### src/rtl/mem_bank_pkg.sv
// Shared types and default geometry for the masked memory bank RW initiator.
// Clients use mem_req_t to bundle a request for one bank port.
package mem_bank_pkg;

  localparam int DEF_ADDR_W = 5;
  localparam int DEF_DATA_W = 10;
  localparam int DEF_DEPTH  = 32;

  typedef enum logic {
    IDLE = 1'b0,
    INIT = 1'b1
  } init_state_e;

  typedef struct packed {
    logic                  write;
    logic [DEF_ADDR_W-1:0] addr;
    logic [DEF_DATA_W-1:0] wdata;
    logic [DEF_DATA_W-1:0] wmask;
  } mem_req_t;

endpackage

### src/rtl/mem_rsp_buffer.sv
// Single-entry valid/ready holding register. A load in the same cycle as a
// consume replaces the held word and keeps the entry valid.
module mem_rsp_buffer
  import mem_bank_pkg::*;
#(
  parameter int DATA_W = DEF_DATA_W
) (
  input  logic              clk,
  input  logic              rst,
  input  logic              load,
  input  logic [DATA_W-1:0] load_data,
  output logic              out_valid,
  input  logic              out_ready,
  output logic [DATA_W-1:0] out_data
);

  logic              valid_reg, valid_next;
  logic [DATA_W-1:0] data_reg, data_next;

  always_comb begin
    valid_next = valid_reg;
    data_next  = data_reg;
    if (load) begin
      valid_next = 1'b1;
      data_next  = load_data;
    end else if (out_ready) begin
      valid_next = 1'b0;
    end
  end

  always_ff @(posedge clk or posedge rst) begin
    if (rst) begin
      valid_reg <= 1'b0;
      data_reg  <= '0;
    end else begin
      valid_reg <= valid_next;
      data_reg  <= data_next;
    end
  end

  assign out_valid = valid_reg;
  assign out_data  = data_reg;

endmodule

### src/rtl/mem_bank_rw_initiator.sv
// Controller for one RW port of a masked memory bank: arbitrates client
// requests against a hardware init sweep and buffers one read response.
module mem_bank_rw_initiator
  import mem_bank_pkg::*;
#(
  parameter int                ADDR_W     = DEF_ADDR_W,
  parameter int                DATA_W     = DEF_DATA_W,
  parameter int                DEPTH      = DEF_DEPTH,
  parameter logic [DATA_W-1:0] INIT_VALUE = '0
) (
  input  logic              clk,
  input  logic              rst,
  input  logic              init_start,
  output logic              init_busy,
  output logic              init_done,
  input  logic              req_valid,
  output logic              req_ready,
  input  logic              req_write,
  input  logic [ADDR_W-1:0] req_addr,
  input  logic [DATA_W-1:0] req_wdata,
  input  logic [DATA_W-1:0] req_wmask,
  output logic              rsp_valid,
  input  logic              rsp_ready,
  output logic [DATA_W-1:0] rsp_rdata,
  output logic              RW_en,
  output logic              RW_wmode,
  output logic [ADDR_W-1:0] RW_addr,
  output logic [DATA_W-1:0] RW_wdata,
  output logic [DATA_W-1:0] RW_wmask,
  input  logic [DATA_W-1:0] RW_rdata
);

  // One extra counter bit so DEPTH == 2**ADDR_W ends without wrapping.
  localparam int               CNT_W    = ADDR_W + 1;
  localparam logic [CNT_W-1:0] LAST_IDX = CNT_W'(DEPTH - 1);

  init_state_e       state_reg, state_next;
  logic [CNT_W-1:0]  cnt_reg, cnt_next;
  logic              init_done_reg, init_done_next;
  logic [ADDR_W-1:0] addr_shadow_reg;
  logic [DATA_W-1:0] wdata_shadow_reg;

  logic              fire;
  logic              rd_fire;
  logic              en_drv;
  logic              wmode_drv;
  logic [ADDR_W-1:0] addr_drv;
  logic [DATA_W-1:0] wdata_drv;
  logic [DATA_W-1:0] wmask_drv;

  always_ff @(posedge clk or posedge rst) begin
    if (rst) begin
      state_reg        <= IDLE;
      cnt_reg          <= '0;
      init_done_reg    <= 1'b0;
      addr_shadow_reg  <= '0;
      wdata_shadow_reg <= '0;
    end else begin
      state_reg        <= state_next;
      cnt_reg          <= cnt_next;
      init_done_reg    <= init_done_next;
      addr_shadow_reg  <= addr_drv;
      wdata_shadow_reg <= wdata_drv;
    end
  end

  // rst gates req_ready so the memory side drops to zero the moment reset rises.
  always_comb begin
    state_next     = state_reg;
    cnt_next       = cnt_reg;
    init_done_next = 1'b0;
    req_ready      = 1'b0;
    fire           = 1'b0;
    en_drv         = 1'b0;
    wmode_drv      = 1'b0;
    addr_drv       = addr_shadow_reg;
    wdata_drv      = wdata_shadow_reg;
    wmask_drv      = '0;
    unique case (state_reg)
      IDLE: begin
        req_ready = !rst && !init_start && (!rsp_valid || rsp_ready);
        fire      = req_valid && req_ready;
        if (fire) begin
          en_drv    = 1'b1;
          wmode_drv = req_write;
          addr_drv  = req_addr;
          wdata_drv = req_wdata;
          wmask_drv = req_wmask;
        end
        if (init_start && !rst) begin
          state_next = INIT;
          cnt_next   = '0;
        end
      end
      INIT: begin
        en_drv    = 1'b1;
        wmode_drv = 1'b1;
        addr_drv  = cnt_reg[ADDR_W-1:0];
        wdata_drv = INIT_VALUE;
        wmask_drv = '1;
        cnt_next  = cnt_reg + CNT_W'(1);
        if (cnt_reg == LAST_IDX) begin
          state_next     = IDLE;
          init_done_next = 1'b1;
        end
      end
      default: state_next = IDLE;
    endcase
  end

  assign rd_fire = fire && !req_write;

  mem_rsp_buffer #(
    .DATA_W(DATA_W)
  ) u_rsp_buffer (
    .clk      (clk),
    .rst      (rst),
    .load     (rd_fire),
    .load_data(RW_rdata),
    .out_valid(rsp_valid),
    .out_ready(rsp_ready),
    .out_data (rsp_rdata)
  );

  assign init_busy = (state_reg == INIT);
  assign init_done = init_done_reg;
  assign RW_en     = en_drv;
  assign RW_wmode  = wmode_drv;
  assign RW_addr   = addr_drv;
  assign RW_wdata  = wdata_drv;
  assign RW_wmask  = wmask_drv;

endmodule

### config.mk
export PLATFORM = sky130hd
export DESIGN_NAME = mem_bank_rw_initiator
export DESIGN_NICKNAME = d
export VERILOG_FILES = /design/src/rtl/mem_bank_pkg.sv /design/src/rtl/mem_rsp_buffer.sv /design/src/rtl/mem_bank_rw_initiator.sv
export SDC_FILE = /design/constraint.sdc
export NUM_CORES = 1
export LEC_CHECK = 0
export BUFFER_PORTS_ARGS = -buffer_cell sky130_fd_sc_hd__clkbuf_2
export CELL_PAD_IN_SITES_DETAIL_PLACEMENT = 1
export CELL_PAD_IN_SITES_GLOBAL_PLACEMENT = 2
export CORE_MARGIN = 5
export CORE_UTILIZATION = 29
export CTS_CLUSTER_DIAMETER = 50
export DETAILED_ROUTE_END_ITERATION = 8
export GPL_ROUTABILITY_DRIVEN = 0
export PLACE_DENSITY_LB_ADDON = 0.1
export SLEW_MARGIN = 20
export SYNTH_ARGS = -nofsm -noshare
export SYNTH_HDL_FRONTEND = slang
export SYNTH_SLANG_ARGS = --single-unit
### constraint.sdc
create_clock -name clk -period 2.03 [get_ports clk]
set_input_delay 0.203 -clock clk [delete_from_list [all_inputs] [get_ports clk]]
set_output_delay 0.203 -clock clk [all_outputs]
set_load 0.005 [all_outputs]
Word-level counts from Yosys, hierarchy flattened:

Cells that the tools add are included.

* bits in registers: 34
* bits in latches: 0
* RAM bits: 0
* memory bits (read-only): 0
* bits of input ports: 41
* output and inout port bits: 41
* memories: 0

* add/sub/neg operators: 1
* multipliers: 0
* divide/modulo/power cells: 0
* magnitude comparators: 0
* equal/unequal tests: 2
* shift-type cells: 0
* muxes and demuxes: 21
* bitwise gates (word level): 1
* reductions and logical operators: 11

Operators with widths (count)
* $pmux W10 S2: 2
* $mux W10: 2
* $pmux W6 S2: 1
* $mux W1: 10
* $pmux W5 S2: 1
* $add A6 B1 Y6 const B: 1
* $eq A6 B5 Y1 const B: 1
* $mux W6: 1
* $pmux W1 S2: 3
* $logic_and A1 B1 Y1: 5
* $mux W5: 1
* $logic_not A1 Y1: 4
* $ne A2 B2 Y1 const B: 1
* $reduce_bool A2 Y1: 1
* $logic_or A1 B1 Y1: 1
* $not A1 Y1: 1

Depth between registers and ports, before layout:

* depth in word-level cells: 7
* mapped depth: 5
* mapped depth without buffers: 4

By module:

Synthesis repeated with hierarchy kept, for this count alone.

* cells, all modules: 131
* area, all modules: 1652.8 µm²

Modules (own cells, without submodules)
* mem_bank_rw_initiator: times used 1, cells each 106, area an instance 1203.7 µm², seq. area each 575.6 µm²
* mem_rsp_buffer: times used 1, cells each 25, area an instance 449.2 µm², seq. area each 275.3 µm²

Worst setup path before layout:

OpenSTA, ideal clock, no wires.

* path kind: register to output
* start: register u_rsp_buffer.valid_reg, in the netlist u_rsp_buffer.out_valid
* end: output port RW_wdata[0]
* arrival time: 1.271 ns
* required time: 1.827 ns
* setup slack: 0.556 ns
* stages on the path, launching flop included: 5
* buffers on the path: 1
* cell sequence: dfrtp_1 > nor2b_1 > buf_6 > nor4_4 > a22o_1

* cells in the longest elaborated chain, start to end: 6

Ends and longest elaborated chain
* start: declaration: RTL line mem_rsp_buffer.sv:17 `logic valid_reg, valid_next;`
* start signal: assignment: RTL line mem_rsp_buffer.sv:36 `valid_reg <= valid_next;`
* $logic_not A1 Y1: RTL line mem_bank_rw_initiator.sv:81 `req_ready = !rst && !init_start && (!rsp_valid || rsp_ready);`
* $logic_or A1 B1 Y1: RTL line mem_bank_rw_initiator.sv:81
* $logic_and A1 B1 Y1: RTL line mem_bank_rw_initiator.sv:81
* $logic_and A1 B1 Y1: RTL line mem_bank_rw_initiator.sv:82 `fire = req_valid && req_ready;`
* $mux W10: RTL line mem_bank_rw_initiator.sv:83 `if (fire) begin`
* $pmux W10 S2: RTL line mem_bank_rw_initiator.sv:79 `unique case (state_reg)`
* end: declaration: RTL line mem_bank_rw_initiator.sv:28 `output logic [DATA_W-1:0] RW_wdata,`

No other way between the ends.

Worst setup path after layout:

* start: register u_rsp_buffer.valid_reg, in the netlist u_rsp_buffer.out_valid
* end: output port RW_wdata[8]

The elaborated chain is that of the path after synthesis.

==> flow_summary.toml <==
[run_status]
status = "finished, final reports clean"

[grt]
grt_pass1_vias = 1561
track_usage_pct = 13.7
antenna_found_initial = 0
grt_pass1_wl_um = 7980
grt_max_degree = 24
gr-total-overflow = 0

[cells_and_area]
final-seq-area_um2 = 851
finalNetCount = 262
fin_cells = 293
n_fill_cell = 641
multi_input_area_um2 = 691
antennaDiodeCount = 0
layout-drive-gt1-share_pct = 51.1
final_area_um2 = 2260
postLayoutCoreUtil_pct = 41.2
syn_to_final_growth_pct = 38.6

[logic_synthesis]
synth-edff-count = 0
yosys.area.top_type = "dfrtp_1"
synthCells = 135
synthFlopType = "dfrtp_1"
ys_seq_area_share_pct = 52.2
ys_ff_latch = 34
async_flop_share_pct = 100
yosysMostFrequentCell = "dfrtp_1"
yosysWarnings = 0
synth_fp_nets = 177
syn_area_um2 = 1630
synth.top_cells.by_count = "dfrtp_1, a21o_1, a22o_1, mux2_4, nor2b_1"
yosysTopAreaCellShare_pct = 52.2
avgSynthCellArea_um2 = 12.1
synth_cell_types = 31
yosys-top-cells-area = "dfrtp_1, mux2_4, a22o_1, a21o_1, buf_6"

[pwr]
internal_power_mw = 1.81
fin_total_pwr_mw = 2.60
max-vdd-ir-drop_mv = 0.527
comb_power_share_pct = 32.2
p_leak_nw = 1.17
seqPwrFrac_pct = 39.2
swShare_pct = 30.6
switchingPower_mw = 0.796
powerDensity_nw_per_um2 = 1150
clockPowerShare_pct = 28.6

[clocking]
cts-root-buf = "clkbuf_8"
clockBufferDepth = 2
cts.sinks = 34
cts_hold_buffers = 0
cts_buffers = 5
worstSkewPairLatency_ns = 0.28
cts_htree_levels = 2
clk_pin_slew_worst_paths_ns = 0.08
cts_tree = "done"

[timing]
finalMaxSlewViolations = 0
rsz0062_at_grt = "false"
slew_headroom_pct = 70.9
fin_crit_ns = 1.90
holdWs_ns = 0.0690
setup_tns_ns = 0
period_share_pct = 93.7
setup_viol = 0
finalWorstSetupSlack_ns = 0.127
worstMarginPinSlew_ns = 0.437
report.final.hold_viol_count = 0
fin_skew_ns = 0.00788
max_freq_ghz = 0.526

[placement]
dp_cells = 284
post-dp-hpwl_um = 3660
portBuffers = 81
pre_cts_ws_ns = 0.221
dpl_cell_area_um2 = 2100

[critical_path]
setup.worst_path.start_class = "flop"
cp-end-kind = "primary output"
critical_path_class = "flop to primary output"
required_ns = 1.83
cp.arrival_ns = 1.70
path_max_fanout = 10

[detailed_routing]
post_drt_wl_per_cell_um = 16.2
drt_iter0_markers = 41
vias = 1395
drc = 0
drt_pass1_iterations = 4
ant_nets = 0
vias_per_cell = 4.76
finalWirelength_um = 4750

[floorplan]
die_x_um = 85.0
num_rows = 27
start_util_pct = 29.8
chipHeight_um = 85.0
die-area_um2 = 7220
ios = 82
coreArea_um2 = 5470

[min_path]
hold_class = "input pin to asynchronous set/reset pin"

[job]
drv_cap = 0
## cell families after synthesis
family,count (synthesis),share of synthesized area (%)
DFF,34,52.2
xor gates and xnor gates,2,1.08
buffers and inverters,15,5.91
AOI/OAI and AO/OA,44,19.8
muxes,10,8.99
and+or+nand+nor,29,11.2
adders and majority gates,1,0.768
## routing by layer
layer	GRT usage, %	part of all wire [%]
met1	16.9	42
met2	22.9	50
met3	4.76	7.3
met4	3.31	0.67
met5	0	0
## cells in the final DEF (no fill, tap or decap), types with 6 or more instances in the layout
cell type,netlist,routed
mux2_4,9,9
a21oi_1,6,6
nor2b_1,7,6
buf_4,1,8
a22o_1,10,10
dfrtp_1,34,34
a21o_1,11,11
clkbuf_2,0,81
o31ai_1,6,6
## power groups by stage
stage	registers (mW)	clock network [mW]	logic, mW
6_report	1.02	0.745	0.838
4_1_cts	1.02	0.771	0.859
3_3_place_gp	1.02	0	0.832
5_1_grt	1.05	0.811	0.945
2_1_floorplan	0.997	0	0.503
3_5_place_dp	1.03	0	0.851
## cell type report
| type | count | share of cell area [%] |
|---|---|---|
| clock buffers | 5 | 3.05 |
| clock inverters | 3 | 3.05 |
| inverters | 3 | 0.499 |
| multi-input cells | 86 | 30.6 |
| flip-flops and latches | 34 | 37.7 |
| well taps | 72 | 3.99 |
| repair buffers | 90 | 21.1 |
## timing repair
item                                    CTS  global route
gates resized for setup                   0             3
setup buffers                             0             1
endpoints found under the setup margin   12            25
pin swaps                                 1             1
## worst max-delay path, cell delays in order (launching register included)
cell and delay (ns):
dfrtp_1 0.40, nor2b_2 0.22, nor4_4 0.28, buf_4 0.21, a22o_1 0.19, clkbuf_2 0.12
## path summary, 6_finish.rpt
check,from,end,slack [ns],cells after the start
worst max-delay path,u_rsp_buffer.out_valid$_DFFE_PP0P_,RW_wdata[8],0.13,5
worst min-delay path,rst,addr_shadow_reg[4]$_DFF_PP0_,0.07,2
worst max register to register,init_busy$_DFF_PP0_,cnt_reg[5]$_DFFE_PP0P_,0.58,4
worst min register to register,cnt_reg[5]$_DFFE_PP0P_,init_done$_DFF_PP0_,0.49,1
max in group asynchronous,rst,addr_shadow_reg[0]$_DFF_PP0_,1.45,3
min in group clk,RW_rdata[5],u_rsp_buffer.out_data[5]$_DFFE_PP0P_,0.15,2
(Power assumes the default switching activity.)
